`src/rtl/ctr3_phase_monitor_pkg.sv`:
```
// ---------------------------------------------------------------------------
// ctr3_pkg
// Types and constants that the modulo-3 phase monitor and its lock FSM share.
//   PH0/PH1/PH2/PH_ILL        : 2-bit phase codes from the upstream counter
//   lock_state_t              : lock FSM state encoding
//   ERR_NONE/ERR_CODE/ERR_TRANS : sticky error cause codes
//   phase_onehot()            : legal phase -> one-hot strobe, PH_ILL -> 000
// ---------------------------------------------------------------------------
package ctr3_pkg;

    localparam logic [1:0] PH0    = 2'd0;
    localparam logic [1:0] PH1    = 2'd1;
    localparam logic [1:0] PH2    = 2'd2;
    localparam logic [1:0] PH_ILL = 2'd3;

    typedef enum logic [1:0] {
        UNLOCKED = 2'd0,
        SYNCING  = 2'd1,
        LOCKED   = 2'd2
    } lock_state_t;

    localparam logic [1:0] ERR_NONE  = 2'b00;
    localparam logic [1:0] ERR_CODE  = 2'b01;
    localparam logic [1:0] ERR_TRANS = 2'b10;

    function automatic logic [2:0] phase_onehot(input logic [1:0] ph);
        logic [2:0] oh;
        oh = 3'b000;
        if (ph != PH_ILL) begin
            oh[ph] = 1'b1;
        end
        return oh;
    endfunction

endpackage

```
`src/rtl/ctr3_phase_monitor_if.sv`:
```
// ---------------------------------------------------------------------------
// ctr3_phase_monitor_if
// Bundles the phase input, error clear and all monitor outputs.
//   master : drives Phase/ErrClr, observes the monitor outputs
//   slave  : the monitor itself
// Signals:
//   Phase[1:0]  phase code from the counter      ErrClr     sticky error clear
//   PhaseOH[2:0] one-hot of last legal phase     Wrap       2->0 pulse
//   Restart     legal x->0 (not 2->0) pulse      PeriodCnt  wrap count
//   CntOvf      PeriodCnt roll-over pulse        Locked     lock indication
//   Err         sticky error flag                ErrCode    sticky first cause
// ---------------------------------------------------------------------------
interface ctr3_phase_monitor_if #(
    parameter int CNT_W = 8
);
    logic [1:0]       Phase;
    logic             ErrClr;
    logic [2:0]       PhaseOH;
    logic             Wrap;
    logic             Restart;
    logic [CNT_W-1:0] PeriodCnt;
    logic             CntOvf;
    logic             Locked;
    logic             Err;
    logic [1:0]       ErrCode;

    modport master (
        output Phase, ErrClr,
        input  PhaseOH, Wrap, Restart, PeriodCnt, CntOvf, Locked, Err, ErrCode
    );

    modport slave (
        input  Phase, ErrClr,
        output PhaseOH, Wrap, Restart, PeriodCnt, CntOvf, Locked, Err, ErrCode
    );
endinterface

```
`src/rtl/ctr3_phase_monitor_lock_fsm.sv`:
```
// ---------------------------------------------------------------------------
// ctr3_lock_fsm
// Lock tracker for the phase monitor. Moves UNLOCKED -> SYNCING on a legal 0,
// SYNCING -> LOCKED after LOCK_PERIODS clean wraps, and back to UNLOCKED on
// any error. A restart (upstream reset) drops LOCKED back to SYNCING.
// Ports:
//   Clk, Reset   clock, asynchronous active-high reset
//   wrap         legal 2->0 seen this sample
//   restart      legal 0->0 / 1->0 seen this sample
//   error        illegal code or illegal transition this sample
//   legal_zero   current sample is code 0
//   state        registered lock state
// ---------------------------------------------------------------------------
module ctr3_lock_fsm
    import ctr3_pkg::*;
#(
    parameter int LOCK_PERIODS = 2
) (
    input  logic        Clk,
    input  logic        Reset,
    input  logic        wrap,
    input  logic        restart,
    input  logic        error,
    input  logic        legal_zero,
    output lock_state_t state
);

    localparam int GW_W = $clog2(LOCK_PERIODS + 1);

    logic [GW_W-1:0] good_wraps;

    // NOTE: sequential state uses non-blocking assignments so every register
    // samples the pre-edge values, independent of statement order.
    always_ff @(posedge Clk or posedge Reset) begin
        if (Reset) begin
            state      <= UNLOCKED;
            good_wraps <= '0;
        end else begin
            case (state)
                UNLOCKED: begin
                    // A wrap landing here only starts syncing; it is not counted.
                    if (legal_zero && !error) begin
                        state      <= SYNCING;
                        good_wraps <= '0;
                    end
                end
                SYNCING: begin
                    if (error) begin
                        state <= UNLOCKED;
                    end else if (restart) begin
                        good_wraps <= '0;
                    end else if (wrap) begin
                        if (int'(good_wraps) + 1 >= LOCK_PERIODS) begin
                            state      <= LOCKED;
                            good_wraps <= '0;
                        end else begin
                            good_wraps <= good_wraps + 1'b1;
                        end
                    end
                end
                LOCKED: begin
                    if (error) begin
                        state <= UNLOCKED;
                    end else if (restart) begin
                        state      <= SYNCING;
                        good_wraps <= '0;
                    end
                end
                default: begin
                    state      <= UNLOCKED;
                    good_wraps <= '0;
                end
            endcase
        end
    end

endmodule

```
`src/rtl/ctr3_phase_monitor.sv`:
```
// ---------------------------------------------------------------------------
// ctr3_phase_monitor
// Watches the 2-bit modulo-3 counter phase. Each rising edge the phase is
// classified against the previous legal phase; the result drives a one-hot
// strobe, wrap/restart pulses, a period counter, a sticky error register and
// the lock FSM. All outputs are registered (one cycle after the sample).
// Ports:
//   Clk    clock
//   Reset  asynchronous active-high reset
//   bus    ctr3_phase_monitor_if.slave (Phase/ErrClr in, status out)
// ---------------------------------------------------------------------------
module ctr3_phase_monitor
    import ctr3_pkg::*;
#(
    parameter int CNT_W        = 8,
    parameter int LOCK_PERIODS = 2
) (
    input logic                   Clk,
    input logic                   Reset,
    ctr3_phase_monitor_if.slave   bus
);

    // Sample history
    logic [1:0]       prev_phase;
    logic             prev_valid;

    // Classified events for the current sample
    logic             ill_code;
    logic             ill_trans;
    logic             wrap_ev;
    logic             restart_ev;
    logic             legal_zero;
    logic             error_ev;
    logic [1:0]       err_cause;

    // Output registers
    logic [2:0]       phase_oh;
    logic             wrap_q;
    logic             restart_q;
    logic [CNT_W-1:0] period_cnt;
    logic             cnt_ovf;
    logic             err_q;
    logic [1:0]       err_code;
    lock_state_t      lock_state;

    // NOTE: every signal assigned in always_comb gets a default up front;
    // a path that leaves one unassigned would infer a latch.
    always_comb begin
        ill_code   = (bus.Phase == PH_ILL);
        legal_zero = (bus.Phase == PH0);
        wrap_ev    = 1'b0;
        restart_ev = 1'b0;
        ill_trans  = 1'b0;
        // With no valid history the first legal code is simply accepted.
        if (prev_valid && !ill_code) begin
            case ({prev_phase, bus.Phase})
                {PH0, PH1}, {PH1, PH2}: ;
                {PH2, PH0}:             wrap_ev    = 1'b1;
                {PH0, PH0}, {PH1, PH0}: restart_ev = 1'b1;
                default:                ill_trans  = 1'b1;
            endcase
        end
        error_ev  = ill_code | ill_trans;
        err_cause = ill_code ? ERR_CODE : ERR_TRANS;
    end

    always_ff @(posedge Clk or posedge Reset) begin
        if (Reset) begin
            prev_phase <= PH0;
            prev_valid <= 1'b0;
            phase_oh   <= 3'b000;
            wrap_q     <= 1'b0;
            restart_q  <= 1'b0;
            period_cnt <= '0;
            cnt_ovf    <= 1'b0;
            err_q      <= 1'b0;
            err_code   <= ERR_NONE;
        end else begin
            // An illegal code breaks the history so the next legal code is
            // accepted unchecked.
            prev_valid <= !ill_code;
            if (!ill_code) begin
                prev_phase <= bus.Phase;
            end
            phase_oh  <= phase_onehot(bus.Phase);
            wrap_q    <= wrap_ev;
            restart_q <= restart_ev;

            if (wrap_ev) begin
                period_cnt <= period_cnt + 1'b1;
                cnt_ovf    <= &period_cnt;
            end else begin
                cnt_ovf <= 1'b0;
            end

            // A new error beats ErrClr; otherwise the first cause is held.
            if (error_ev) begin
                err_q <= 1'b1;
                if (err_code == ERR_NONE || bus.ErrClr) begin
                    err_code <= err_cause;
                end
            end else if (bus.ErrClr) begin
                err_q    <= 1'b0;
                err_code <= ERR_NONE;
            end
        end
    end

    ctr3_lock_fsm #(
        .LOCK_PERIODS (LOCK_PERIODS)
    ) u_lock_fsm (
        .Clk        (Clk),
        .Reset      (Reset),
        .wrap       (wrap_ev),
        .restart    (restart_ev),
        .error      (error_ev),
        .legal_zero (legal_zero),
        .state      (lock_state)
    );

    assign bus.PhaseOH   = phase_oh;
    assign bus.Wrap      = wrap_q;
    assign bus.Restart   = restart_q;
    assign bus.PeriodCnt = period_cnt;
    assign bus.CntOvf    = cnt_ovf;
    assign bus.Locked    = (lock_state == LOCKED);
    assign bus.Err       = err_q;
    assign bus.ErrCode   = err_code;

endmodule

```
`src/flat_wrapper.sv`:
```
// flat-port wrapper written by rule: the top's interface ports become plain ports
module ctr3_phase_monitor_flat import ctr3_pkg::*;
#(
    parameter int CNT_W        = 8,
    parameter int LOCK_PERIODS = 2
)
  (Clk, Reset, bus_Phase, bus_ErrClr, bus_PhaseOH, bus_Wrap, bus_Restart, bus_PeriodCnt, bus_CntOvf, bus_Locked, bus_Err, bus_ErrCode);
  ctr3_phase_monitor_if #(.CNT_W(CNT_W)) bus_i ();
  input logic Clk;
  input logic Reset;
  input wire logic [$bits(bus_i.Phase)-1:0] bus_Phase;
  input wire logic [$bits(bus_i.ErrClr)-1:0] bus_ErrClr;
  output wire logic [$bits(bus_i.PhaseOH)-1:0] bus_PhaseOH;
  output wire logic [$bits(bus_i.Wrap)-1:0] bus_Wrap;
  output wire logic [$bits(bus_i.Restart)-1:0] bus_Restart;
  output wire logic [$bits(bus_i.PeriodCnt)-1:0] bus_PeriodCnt;
  output wire logic [$bits(bus_i.CntOvf)-1:0] bus_CntOvf;
  output wire logic [$bits(bus_i.Locked)-1:0] bus_Locked;
  output wire logic [$bits(bus_i.Err)-1:0] bus_Err;
  output wire logic [$bits(bus_i.ErrCode)-1:0] bus_ErrCode;
  assign bus_i.Phase = bus_Phase;
  assign bus_i.ErrClr = bus_ErrClr;
  assign bus_PhaseOH = bus_i.PhaseOH;
  assign bus_Wrap = bus_i.Wrap;
  assign bus_Restart = bus_i.Restart;
  assign bus_PeriodCnt = bus_i.PeriodCnt;
  assign bus_CntOvf = bus_i.CntOvf;
  assign bus_Locked = bus_i.Locked;
  assign bus_Err = bus_i.Err;
  assign bus_ErrCode = bus_i.ErrCode;
  ctr3_phase_monitor #(.CNT_W(CNT_W), .LOCK_PERIODS(LOCK_PERIODS)) u_core (.Clk(Clk), .Reset(Reset), .bus(bus_i));
endmodule
```
`config.mk`:
```
export PLATFORM = sky130hd
export DESIGN_NAME = ctr3_phase_monitor_flat
export DESIGN_NICKNAME = d
export VERILOG_FILES = /design/src/rtl/ctr3_phase_monitor_pkg.sv /design/src/rtl/ctr3_phase_monitor_if.sv /design/src/rtl/ctr3_phase_monitor_lock_fsm.sv /design/src/rtl/ctr3_phase_monitor.sv /design/src/flat_wrapper.sv
export SDC_FILE = /design/constraint.sdc
export NUM_CORES = 1
export LEC_CHECK = 0
export CAP_MARGIN = 20
export CORE_ASPECT_RATIO = 1.5
export CORE_MARGIN = 2
export CORE_UTILIZATION = 50
export DETAILED_ROUTE_END_ITERATION = 10
export GPL_ROUTABILITY_DRIVEN = 0
export GPL_TIMING_DRIVEN = 0
export PLACE_DENSITY = 0.85
export SLEW_MARGIN = 20
export SYNTH_ARGS = -nofsm -noshare
export SYNTH_HDL_FRONTEND = slang
export SYNTH_SLANG_ARGS = --single-unit
```
`constraint.sdc`:
```
create_clock -name Clk -period 1.8 [get_ports Clk]
set_clock_uncertainty 0.05 [all_clocks]
set_input_delay 0.18 -clock Clk [delete_from_list [all_inputs] [get_ports Clk]]
set_output_delay 0.18 -clock Clk [all_outputs]
set_load 0.02 [all_outputs]
```
# == Word level (Yosys, flattened, before mapping) ==
# Index checks and enable logic that the tools add are counted.
# totals
out_inout_bits,18
inputBits,5
word_cells,85
reg_bits,24
# op_classes
eq_ne,18
addsub,3
n_bitwise,1
mux,32
n_reduce_logical,17
order_cmp,3
# op_table
cell,n
2-bit 2-to-1 mux,18
2-bit one-hot mux with 3 select lines,2
1-bit 2-to-1 mux,10
5-bit AND reduction,2
"8-bit by 1-bit adder with 8-bit output, second input constant",1
"4-bit by 3-bit equality test with 1-bit output, second input constant",2
"2-bit inequality test, second input constant",4
8-bit AND reduction,1
2-bit logical NOT,3
"3-bit by 1-bit inequality test with 1-bit output, second input constant",2
"3-bit inequality test, second input constant",2
5-bit OR reduction,1
"2-bit equality test, second input constant",2
"4-bit by 1-bit equality test with 1-bit output, second input constant",1
"4-bit equality test, second input constant",1
4-bit logical NOT,1
"2-bit by 1-bit inequality test with 1-bit output, second input constant",2
"2-bit by 1-bit adder with 3-bit output, second input constant",1
"3-bit by 2-bit greater-or-equal comparator with 1-bit output, second input constant",1
1-bit logical AND,3
"2-bit by 3-bit less-than comparator with 1-bit output, second input constant",1
3-bit 2-to-1 mux,1
"3-bit by 2-bit inequality test with 1-bit output, second input constant",1
"2-bit by 1-bit adder with 2-bit output, second input constant",1
other kinds (9),10

# == Longest topological paths before layout ==
# Gate-level depths: netlist (run 1).
# depth
depth_word,9
ltp_mapped,5

# == Cells and area by module ==
# From an unflattened synthesis (run 1), not the netlist that was laid out.
# unflattened
hier_cells,103
area_unflattened_um2,1184.9
# by_module_without_submodules
mod,cells_each,seq_area_each_um2,area_each_um2,n_inst
ctr3_phase_monitor,77,500.5,912.1,1
ctr3_lock_fsm,26,100.1,272.8,1

# == Least setup slack after synthesis (run 1) ==
# OpenSTA, ideal clock, no wires.
# synth_timing
path_kind,register to register
start,register u_core.prev_valid
end,register u_core.period_cnt[1] (netlist: u_core.bus.PeriodCnt[1])
required_time_ns,1.625
stages_incl_launch_ff,5
arrival_time_ns,1.223
path_slack_ns,0.402
synth_period_minus_slack_ns,1.398
path_cell_list,dfrtp_1 buf_2 nor4b_4 and2_4 mux2_4
# synth_between
elab_chain_cells,2
# synth_lines
item,line,rtl
start: declaration,ctr3_phase_monitor.sv:25,logic prev_valid;
start signal: assignment,ctr3_phase_monitor.sv:81,prev_valid <= !ill_code;
1-bit logical AND,ctr3_phase_monitor.sv:55,if (prev_valid && !ill_code) begin
1-bit 2-to-1 mux,ctr3_phase_monitor.sv:55,
net u_core.u_lock_fsm.wrap,ctr3_phase_monitor_lock_fsm.sv:21,"input logic wrap,"
end signal: assignment,ctr3_phase_monitor.sv:90,period_cnt <= period_cnt + 1'b1;
end: declaration,ctr3_phase_monitor.sv:40,logic [CNT_W-1:0] period_cnt;
# The timed path passes the listed nets, and every way through them passes these cells.
# A chain may end at the register's enable or synchronous reset.

# == Worst setup path in the final report (run 1) ==
# layout_timing
start,register u_core.period_cnt[4] (netlist: u_core.bus.PeriodCnt[4])
end,output bus_PeriodCnt[4]
# layout_rtl
item,line,rtl
end: declaration,flat_wrapper.sv:16,output wire logic [$bits(bus_i.PeriodCnt)-1:0] bus_PeriodCnt;
# No word-level cell between the ends.

==> metrics, run 1 <==
Comb pwr share 28.1%; static power due to leakage 0.669 nW; Mapped Avg Cell Area 11.7 µm²; number of distinct standard cells referenced by the synthesized netlist 38; Max Cap Viol 0; Overall Power 1.23 mW; synthesis-to-layout area growth 23.8%; CTS H-tree depth 1; Worst Hold Slack 287 ps; antenna diode count 0; leftover overflow at the end of global routing 0; fillcell total 189; fin crit period 1660 ps; number of synthesized flops with an enable pin 0; Die Span X 43.2 µm; Via density 5.73; most frequent standard cell in the layout excluding fill and tap cells sky130_fd_sc_hd__dfrtp_1; ratio of total power to cell area 860 nW/µm²; count of nets after finishing 133; CTS tree built; HPWL after detailed placement 1560 µm; Routed wire per std cell 14.4 µm; insertion delay to the later sink of the worst-skew pair 310 ps; largest vdd supply drop 0.476 mV; cell area after placement 1400 µm²; first-pass GRT wire length 3590 µm; height of the chip 62.8 µm; critical setup path kind reg2out; die area 2720 µm²; type of the most critical hold path in2async; number of failing setup endpoints in the final timing report 0; initial core utilization 52.3%; max-slew violation count 0; Max Root-Sink Buffers 2; highest clock frequency the design can meet 602 MHz; Worst setup EP type primary output; residual antenna-violating net count after detailed routing 0; CTS clk-pin slew, worst paths 120 ps; FFs w/ async S/R, synth 100%; sequential fraction of design power 53.1%; number of cells in the finished layout apart from fillers 147; sum of buffers and inverters on the critical path 1; portion of the post-synthesis area used by sequential elements 52.1%; highest-count cells in the layout ignoring fill and taps sky130_fd_sc_hd__dfrtp_1 (24), sky130_fd_sc_hd__clkdlybuf4s50_1 (21), sky130_fd_sc_hd__inv_1 (7), sky130_fd_sc_hd__nand2_1 (7), sky130_fd_sc_hd__xor2_1 (6); nature of the critical path startpoint register; Tcrit/Tclk final 92.3%; clock network power share 18.8%; required time at the worst-slack endpoint 1570 ps; reported net switching power 0.378 mW; critical-path cell list clkdlybuf4s50_1; cell internal pwr 0.849 mW; maximum number of pins on one net before global-route repair 25; DRC 0; logic depth of the worst register-to-register path 4; antenna violations before repair 0; total area of sequential cells 601 µm²; Sinks on Clock Net 24; placed insts 144; vias post-DR 842; Setup Fix Bufs, Post-CTS 0; unrepaired setup endpoints after global routing no; root buffer cell sky130_fd_sc_hd__clkbuf_4; placement row count 21; Post-synth top flop sky130_fd_sc_hd__dfrtp_1; Overall Global Routing Usage 17.0%; TritonCTS buffer count 3; combined area of the multi-input logic cells 490 µm²; post-route setup TNS 0 ps; instance count of the mapped netlist 99; CP delay by family, top buffers and inverters; transition time at the pin with the least slew margin 881 ps; share of final-layout standard cells stronger than drive strength 1 12.9%; total stage count of the critical path 1; via count of the first global-routing pass 872; total of warnings raised by yosys 0; final count of hold timing violations 0; signal arrival time at the worst endpoint 1430 ps; Final Cell Area 1430 µm²; tightest slew margin relative to the limit 41.2%; I/O pin cnt 23; area inside the core boundary 2210 µm²; result of the run completed; combined area of all synthesized cells 1150 µm²; Final Routed Wirelength 2110 µm; initial DRC count 18; Worst Path Max Fanout 6; worst stage delay on the critical path 650 ps; syn nets 106; Port Buf Inserts 22; sw frac 30.8%; flops & latches, synth 24; CP max stage cell sky130_fd_sc_hd__clkdlybuf4s50_1; length of the first detailed-routing pass in iterations 4
[sequential cells by signal, indices dropped and copies added (netlist names)]
register	flops
u_core.prev_phase	2
u_core.bus.ErrCode	2
u_core.u_lock_fsm.good_wraps	2
u_core.bus.Err	1
u_core.bus.PhaseOH	3
u_core.u_lock_fsm.state	2
u_core.bus.PeriodCnt	8
u_core.bus.Restart	1
u_core.bus.Wrap	1
u_core.prev_valid	1
u_core.bus.CntOvf	1
[stage by stage]
stage	worst slack (ps)	utilization, %
after floorplan	402	-
after global placement	-56.6	63.5
after detailed placement	-98.0	63.5
after CTS	16.3	64.6
after global routing	77.3	64.7
final	138	64.7
[kinds of logic (layout without fill, tap and decap cells)]
| family | count (synthesis) | after routing | synth area share [%] |
|---|---|---|---|
| and+or+nand+nor | 35 | 35 | 22.5 |
| buffers and inverters | 12 | 37 | 5.42 |
| adders and majority gates | 2 | 2 | 2.17 |
| xor gates and xnor gates | 7 | 7 | 5.31 |
| DFF | 24 | 24 | 52.1 |
| AOI/OAI and AO/OA | 18 | 18 | 11.3 |
| muxes | 1 | 1 | 1.30 |
[power by group through the flow]
stage	logic [mW]	clock network (mW)	registers (mW)
3_5_place_dp	0.348	0	0.663
5_1_grt	0.375	0.257	0.661
6_report	0.345	0.231	0.652
2_1_floorplan	0.149	0	0.711
3_3_place_gp	0.333	0	0.658
4_1_cts	0.349	0.240	0.653
[cell type report]
cell class | instances | share of cell area (%)
multi-input cells | 63 | 34.4
inverters | 7 | 1.84
plain buffers | 5 | 2.54
flip-flops and latches | 24 | 42.1
well taps | 23 | 2.02
clock buffers | 3 | 1.58
repair buffers | 22 | 15.6
[path summary, 6_finish.rpt]
kind	start	end	slack, ps
hold reg to reg	u_core.bus.PeriodCnt[7]	u_core.bus.PeriodCnt[7]	450
hold / removal	Reset	u_core.prev_phase[0]	290
max in group asynchronous	Reset	u_core.bus.Wrap	870
setup / recovery	u_core.bus.PeriodCnt[4]	bus_PeriodCnt[4]	140
min in group Clk	u_core.bus.PeriodCnt[7]	u_core.bus.PeriodCnt[7]	450
setup reg to reg	u_core.prev_valid	u_core.bus.PeriodCnt[1]	210
[per-layer routing]
metal  share of wire [%]  GRT usage (%)  wire length (µm)
met5                   0              0                 0
met4                 1.6           7.20                34
met3                 3.7           2.89                79
met2                  56           30.6              1180
met1                  39           18.9               817
[cell usage after synthesis (all sizes together), types with 2 or more instances]
cell / instances / area [µm²]
nor3: 5 / 25.0
nand2b: 3 / 18.8
inv: 7 / 26.3
xor2: 6 / 52.6
nor4b: 2 / 47.6
nand2: 7 / 26.3
nor2: 3 / 11.3
dfrtp: 24 / 601
a31o: 2 / 17.5
o21ai: 3 / 15.0
ha: 2 / 25.0
nand4: 2 / 12.5
nand4b: 2 / 17.5
nor2b: 4 / 25.0
and2: 2 / 15.0
a21oi: 3 / 15.0
buf: 4 / 31.3
[what timing repair did]
item | CTS | global route
endpoints found under the hold margin | 0 | 0
hold buffers | 0 | 0
gates resized for setup | 0 | 1
endpoints found under the setup margin | 0 | 1
(Power assumes the default switching activity.)
==> run 2, diff against run 1 <==
- ABC_AREA: default -> 1
- CAP_MARGIN: 20 -> 10
- PLACE_DENSITY: 0.85 -> 0.84
- SLEW_MARGIN: 20 -> default
==> run 2 against run 1 <==
  * Critical path depth is the same
  * Final cell count grew 24%
  * Worst hold slack got worse by 5.4 ps
  * Register-to-register slack better by 190 ps
  * Area after synthesis is 3.4% higher
  * Utilization is 1.4 points higher
  * Non-clock buffer count fell by 4
  * Synthesized cell count up 35%
  * Largest cell class unchanged
  * Highest routed layer unchanged
==> metrics, run 2 <==
antenna diode count 0 (unchanged); CTS clk-pin slew, worst paths 130 ps (was 120 ps); post-synth top area cell sky130_fd_sc_hd__dfrtp_1 (unchanged); count of nets after finishing 168 (was 133); number of failing setup endpoints in the final timing report 0 (unchanged); area inside the core boundary 2260 µm² (was 2210 µm²); syn nets 141 (was 106); worst r2r src u_core.prev_phase[0] (was u_core.prev_valid); total of warnings raised by yosys 0 (unchanged); synthesis-to-layout area growth 25.2% (was 23.8%); flops & latches, synth 24 (unchanged); logic depth of the worst register-to-register path 8 (was 4); placed insts 178 (was 144); most numerous cell types in the synthesized netlist sky130_fd_sc_hd__dfrtp_1 (24), sky130_fd_sc_hd__inv_1 (23), sky130_fd_sc_hd__nand2_1 (23) (was sky130_fd_sc_hd__dfrtp_1 (24), sky130_fd_sc_hd__inv_1 (7), sky130_fd_sc_hd__nand2_1 (7)); Mapped Avg Cell Area 8.90 µm² (was 11.7 µm²); final count of hold timing violations 0 (unchanged); portion of the post-synthesis area used by sequential elements 50.4% (was 52.1%); die area 2800 µm² (was 2720 µm²); Setup Fix Bufs, Post-CTS 0 (unchanged); combined area of all synthesized cells 1190 µm² (was 1150 µm²); Routed wire per std cell 11.6 µm (was 14.4 µm); antenna violations before repair 0 (unchanged); TritonCTS buffer count 3 (unchanged); CP delay by family, top buffers and inverters (unchanged); worst stage delay on the critical path 630 ps (was 650 ps); HPWL after detailed placement 1660 µm (was 1560 µm); unrepaired setup endpoints after global routing no (unchanged); FFs w/ async S/R, synth 100% (unchanged); Post-synth top flop sky130_fd_sc_hd__dfrtp_1 (unchanged); Final Routed Wirelength 2120 µm (was 2110 µm); ratio of total power to cell area 1170 nW/µm² (was 860 nW/µm²); insertion delay to the later sink of the worst-skew pair 320 ps (was 310 ps); most frequent standard cell in the layout excluding fill and tap cells sky130_fd_sc_hd__dfrtp_1 (unchanged); Sinks on Clock Net 24 (unchanged); Max Cap Viol 0 (unchanged); Overall Power 1.74 mW (was 1.23 mW); critical-path cell list clkdlybuf4s50_1 (unchanged); Max Root-Sink Buffers 2 (unchanged); Tcrit/Tclk final 91.2% (was 92.3%); static power due to leakage 0.788 nW (was 0.669 nW); first-pass GRT wire length 3710 µm (was 3590 µm); instance count of the mapped netlist 134 (was 99); transition time at the pin with the least slew margin 893 ps (was 881 ps); max-slew violation count 0 (unchanged); DRC 0 (unchanged); length of the first detailed-routing pass in iterations 4 (unchanged); root buffer cell sky130_fd_sc_hd__clkbuf_4 (unchanged); number of cells in the finished layout apart from fillers 183 (was 147); share of final-layout standard cells stronger than drive strength 1 17.5% (was 12.9%); number of synthesized flops with an enable pin 0 (unchanged); sum of buffers and inverters on the critical path 1 (unchanged); CTS tree built (unchanged); CP max stage cell sky130_fd_sc_hd__clkdlybuf4s50_1 (unchanged); Crit Reg-Reg Endpoint u_core.u_lock_fsm.state[0] (was u_core.bus.PeriodCnt[1]); Die Span X 43.9 µm (was 43.2 µm); R2R setup slack 400 ps (was 210 ps); required time at the worst-slack endpoint 1570 ps (about the same); I/O pin cnt 23 (unchanged); fillcell total 182 (was 189); Worst Path Max Fanout 5 (was 6); type of the most critical hold path in2async (unchanged); via count of the first global-routing pass 922 (was 872); largest vdd supply drop 0.892 mV (was 0.476 mV); Via density 5.15 (was 5.73); tightest slew margin relative to the limit 40.4% (was 41.2%); initial core utilization 52.8% (was 52.3%); residual antenna-violating net count after detailed routing 0 (unchanged); maximum number of pins on one net before global-route repair 25 (unchanged); highest-count cells in the layout ignoring fill and taps sky130_fd_sc_hd__dfrtp_1 (24), sky130_fd_sc_hd__inv_1 (23), sky130_fd_sc_hd__nand2_1 (23) (was sky130_fd_sc_hd__dfrtp_1 (24), sky130_fd_sc_hd__clkdlybuf4s50_1 (21), sky130_fd_sc_hd__inv_1 (7), sky130_fd_sc_hd__nand2_1 (7), sky130_fd_sc_hd__xor2_1 (6)); result of the run completed (unchanged); height of the chip 63.8 µm (was 62.8 µm); Worst setup EP type primary output (unchanged); fraction of post-synthesis cell area in the top cell type by area 50.4% (was 52.1%); vias post-DR 942 (was 842); critical setup path kind reg2out (unchanged); signal arrival time at the worst endpoint 1410 ps (was 1430 ps); fin crit period 1640 ps (was 1660 ps); flip-flop count of the largest register after layout 8 (unchanged); most frequent cell after synthesis sky130_fd_sc_hd__dfrtp_1 (unchanged); placement row count 21 (unchanged); number of distinct standard cells referenced by the synthesized netlist 22 (was 38); leftover overflow at the end of global routing 0 (unchanged); nature of the critical path startpoint register (unchanged); CTS H-tree depth 1 (unchanged); initial DRC count 12 (was 18); leading post-synthesis cells by cell area sky130_fd_sc_hd__dfrtp_1 (50%), sky130_fd_sc_hd__inv_1 (7.2%), sky130_fd_sc_hd__nand2_1 (7.2%) (was sky130_fd_sc_hd__dfrtp_1 (52%), sky130_fd_sc_hd__xor2_1 (4.6%), sky130_fd_sc_hd__nor4b_4 (4.1%)); Port Buf Inserts 21 (was 22); highest clock frequency the design can meet 609 MHz (was 602 MHz); post-route setup TNS 0 ps (unchanged); Overall Global Routing Usage 17.7% (was 17.0%)
## run 2: cell count changes after synthesis, moves of 4 or more
cell                      delta
sky130_fd_sc_hd__inv_1      +16
sky130_fd_sc_hd__inv_2       +4
sky130_fd_sc_hd__nand2_1    +16
sky130_fd_sc_hd__nand2_2     +7
sky130_fd_sc_hd__nand3_1     +6
sky130_fd_sc_hd__nand3_2     +4
sky130_fd_sc_hd__nor2_1     +11
sky130_fd_sc_hd__nor2b_1     -4
sky130_fd_sc_hd__nor3_1      -4
## run 2: worst max-delay path by stage
stage	from	end	slack, ps	cells after the start
2_1_floorplan	u_core.u_lock_fsm.state[0]	u_core.u_lock_fsm.state[0]	420	6
3_3_place_gp	bus_Phase[1]	u_core.bus.PeriodCnt[7]	60	8
3_5_place_dp	bus_Phase[1]	u_core.bus.PeriodCnt[7]	20	8
4_1_cts	u_core.bus.PeriodCnt[2]	bus_PeriodCnt[2]	150	1
5_1_grt	u_core.bus.PeriodCnt[3]	bus_PeriodCnt[3]	100	1
6_report	u_core.bus.PeriodCnt[3]	bus_PeriodCnt[3]	160	1
## run 2: kinds of logic (layout without fill, tap and decap cells)
family | after synthesis | after routing | synth area share, %
adders and majority gates | 2 | 2 | 2.10
AOI/OAI and AO/OA | 7 | 7 | 2.94
buffers and inverters | 29 | 55 | 9.97
xor gates and xnor gates | 6 | 6 | 5.04
and+or+nand+nor | 66 | 66 | 29.6
DFF | 24 | 24 | 50.4
## run 2: area by class of cell
class	instances	area, µm²	area share [%]
clock buffer	3	22.5	1.51
clock inverter	1	30.0	2.01
inverter	28	108	7.21
sequential	24	601	40.2
multi-input combinational	81	473	31.7
buffer	1	11.3	0.754
timing repair buffer	22	219	14.7
tap	23	28.8	1.93
## run 2: repair_timing
action | CTS | global route
resized for setup | 1 | 0
endpoints found under the setup margin | 1 | 0
endpoints found under the hold margin | 2 | 0
hold buffers | 1 | 0
## run 2: where the power goes
part	total (mW)	switching [mW]	internal, mW
clock network	0.385	0.160	0.225
logic	0.644	0.388	0.256
registers	0.712	0.0786	0.633
## run 2: per-stage QoR
stage	hold WS [ps]	utilization, %	area, µm²	setup slack, ps
6_report	281	66.1	1490	158
5_1_grt	360	66.1	1490	95.9
4_1_cts	322	66.1	1490	145
3_5_place_dp	335	63.3	1430	20.0
3_3_place_gp	335	63.3	1430	61.3
2_1_floorplan	145	-	1190	424
## run 2: per-layer routing
metal | vias up | track usage [%] | part of all wire [%]
met4 | 0 | 9.47 | 2.8
met2 | 24 | 33.1 | 57
li1 | 464 | - | -
met1 | 446 | 17.7 | 37
met3 | 8 | 2.54 | 3.6
met5 | - | 0 | 0
==> run 3, diff against run 2 <==
- CAP_MARGIN: 10 -> default
- GPL_TIMING_DRIVEN: 0 -> default
- SKIP_LAST_GASP: default -> 1
==> run 3 against run 2 <==
  * Register-to-register slack worse by 20 ps
  * Fmax up 1.5%
  * Count of clock-buffer cells in the layout unchanged
  * Worst hold slack worse by 140 ps
  * Sequential power about the same
  * Critical path type unchanged
  * Final cell count up 1.1%
  * Clock power down 39%
  * Flip-flop and latch count unchanged
  * Highest routed layer unchanged
  * Largest power group unchanged
==> metrics, run 3 (synthesis gave the netlist of run 2 again) <==
via count of the first global-routing pass 939 (was 922); critical setup path kind reg2out (unchanged); initial DRC count 13 (was 12); antenna violations before repair 0 (unchanged); number of failing setup endpoints in the final timing report 0 (unchanged); HPWL after detailed placement 1660 µm (about the same); insertion delay to the later sink of the worst-skew pair 310 ps (was 320 ps); highest clock frequency the design can meet 618 MHz (was 609 MHz); sw frac 38.9% (was 36.0%); clock network power share 14.6% (was 22.1%); cell area after placement 1460 µm² (was 1430 µm²); antenna diode count 0 (unchanged); M1 wire length 865 µm (was 785 µm); Die Span X 43.9 µm (unchanged); type of the most critical hold path in2async (unchanged); placement row count 21 (unchanged); unrepaired setup endpoints after global routing no (unchanged); DRC 0 (unchanged); CP delay by family, top buffers and inverters (unchanged); TritonCTS buffer count 3 (unchanged); Final Cell Area 1490 µm² (about the same); residual antenna-violating net count after detailed routing 0 (unchanged); Final Routed Wirelength 2150 µm (was 2120 µm); flip-flop count of the largest register after layout 8 (unchanged); number of cells in the finished layout apart from fillers 185 (was 183); first-pass GRT wire length 3880 µm (was 3710 µm); area inside the core boundary 2260 µm² (unchanged); worst stage delay on the critical path 630 ps (about the same); Comb pwr share 41.0% (was 37.0%); CP max stage cell sky130_fd_sc_hd__clkdlybuf4s50_1 (unchanged); Max Root-Sink Buffers 2 (unchanged); required time at the worst-slack endpoint 1570 ps (about the same); maximum number of pins on one net before global-route repair 25 (unchanged); highest-count cells in the layout ignoring fill and taps sky130_fd_sc_hd__dfrtp_1 (24), sky130_fd_sc_hd__inv_1 (23), sky130_fd_sc_hd__nand2_1 (23) (unchanged); root buffer cell sky130_fd_sc_hd__clkbuf_4 (unchanged); signal arrival time at the worst endpoint 1390 ps (was 1410 ps); share of final-layout standard cells stronger than drive strength 1 18.5% (was 17.5%); synthesis-to-layout area growth 24.6% (was 25.2%); CTS clk-pin slew, worst paths 120 ps (was 130 ps); Routed wire per std cell 11.6 µm (about the same); most frequent standard cell in the layout excluding fill and tap cells sky130_fd_sc_hd__dfrtp_1 (unchanged); nature of the critical path startpoint register (unchanged); largest vdd supply drop 0.951 mV (was 0.892 mV); I/O pin cnt 23 (unchanged); total stage count of the critical path 1 (unchanged); cell internal pwr 0.982 mW (was 1.11 mW); max-slew violation count 0 (unchanged); length of the first detailed-routing pass in iterations 4 (unchanged); result of the run completed (unchanged); final count of hold timing violations 0 (unchanged); placed insts 182 (was 178); Via density 5.09 (was 5.15); count of hold-fix buffers inserted at cts 0 (was 1); Overall Global Routing Usage 18.0% (was 17.7%); Sinks on Clock Net 24 (unchanged); Worst setup EP type primary output (unchanged); logic depth of the worst register-to-register path 7 (was 8); tightest slew margin relative to the limit 77.2% (was 40.4%); Tcrit/Tclk final 89.9% (was 91.2%); ratio of total power to cell area 1080 nW/µm² (was 1170 nW/µm²); fillcell total 170 (was 182); initial core utilization 52.8% (unchanged); sequential fraction of design power 44.4% (was 40.9%); die area 2800 µm² (unchanged); detailed-routed wire length on met2 1180 µm (was 1200 µm); critical-path cell list clkdlybuf4s50_1 (unchanged); routed wire length on met3 73 µm (was 76 µm); count of nets after finishing 171 (was 168); height of the chip 63.8 µm (unchanged); Worst Path Max Fanout 5 (unchanged); CTS H-tree depth 1 (unchanged); transition time at the pin with the least slew margin 341 ps (was 893 ps); Max Cap Viol 0 (unchanged); vias post-DR 941 (was 942); top layer used by detailed routing met4 (unchanged); leftover overflow at the end of global routing 0 (unchanged); fin crit period 1620 ps (was 1640 ps); static power due to leakage 0.801 nW (was 0.788 nW); sum of buffers and inverters on the critical path 1 (unchanged); reported net switching power 0.625 mW (was 0.627 mW); CTS tree built (unchanged); Port Buf Inserts 22 (was 21)
==> run 3: cell types whose count changed in the layout (fill, tap and decap cells not counted), sizes merged <==
| cell | change |
|---|---|
| dlygate4sd2 | -1 |
| dlygate4sd3 | -1 |
| bufinv | -1 |
| buf | +3 |
| clkdlybuf4s50 | +1 |
| dlymetal6s2s | +1 |
==> run 3: power by group through the flow <==
| stage | clock network (mW) | logic [mW] | registers [mW] |
|---|---|---|---|
| after global routing | 0.251 | 0.747 | 0.726 |
| after floorplan | 0 | 0.383 | 0.772 |
| final | 0.235 | 0.659 | 0.713 |
| after detailed placement | 0 | 0.660 | 0.724 |
| after CTS | 0.238 | 0.664 | 0.712 |
| after global placement | 0 | 0.632 | 0.714 |
==> run 3: layout make-up <==
class / instances / area [µm²] / area share, %
multi-input cells: 81 / 473 / 31.8
flip-flops and latches: 24 / 601 / 40.4
repair buffers: 26 / 253 / 17.0
inverters: 28 / 108 / 7.25
clock buffers: 3 / 22.5 / 1.52
well taps: 23 / 28.8 / 1.94
==> run 3: layer usage <==
metal,global-route usage [%],up-vias
met4,7.58,0
li1,-,466
met5,0,-
met2,32.2,23
met1,21.0,447
met3,1.69,5
==> run 3: per-stage QoR <==
| step | util, % | total power [mW] | hold WS, ps | setup TNS, ps | setup WS, ps |
|---|---|---|---|---|---|
| global route | 65.7 | 1.72 | 195 | 0 | 138 |
| detailed placement | 64.6 | 1.38 | 420 | -22.0 | -14.9 |
| finish | 65.7 | 1.61 | 144 | 0 | 182 |
| floorplan | - | 1.16 | 145 | 0 | 424 |
| global placement | 64.6 | 1.35 | 404 | 0 | 63.0 |
| CTS | 65.6 | 1.61 | 156 | 0 | 64.5 |
==> run 3: worst paths after layout <==
check	start	end	slack (ps)
max	u_core.bus.PeriodCnt[2]	bus_PeriodCnt[2]	180
min reg2reg	u_core.bus.Err	u_core.bus.Err	450
min	Reset	u_core.bus.PeriodCnt[5]	140
max in group asynchronous	Reset	u_core.bus.PhaseOH[1]	1320
max reg2reg	u_core.prev_phase[0]	u_core.bus.PeriodCnt[7]	380
min in group Clk	bus_ErrClr	u_core.bus.ErrCode[0]	380
==> run 3: repair_timing <==
action / CTS / global route
endpoints found under the setup margin: 0 / 1
resized for setup: 0 / 1
setup buffers: 0 / 0
endpoints found under the hold margin: 0 / 0
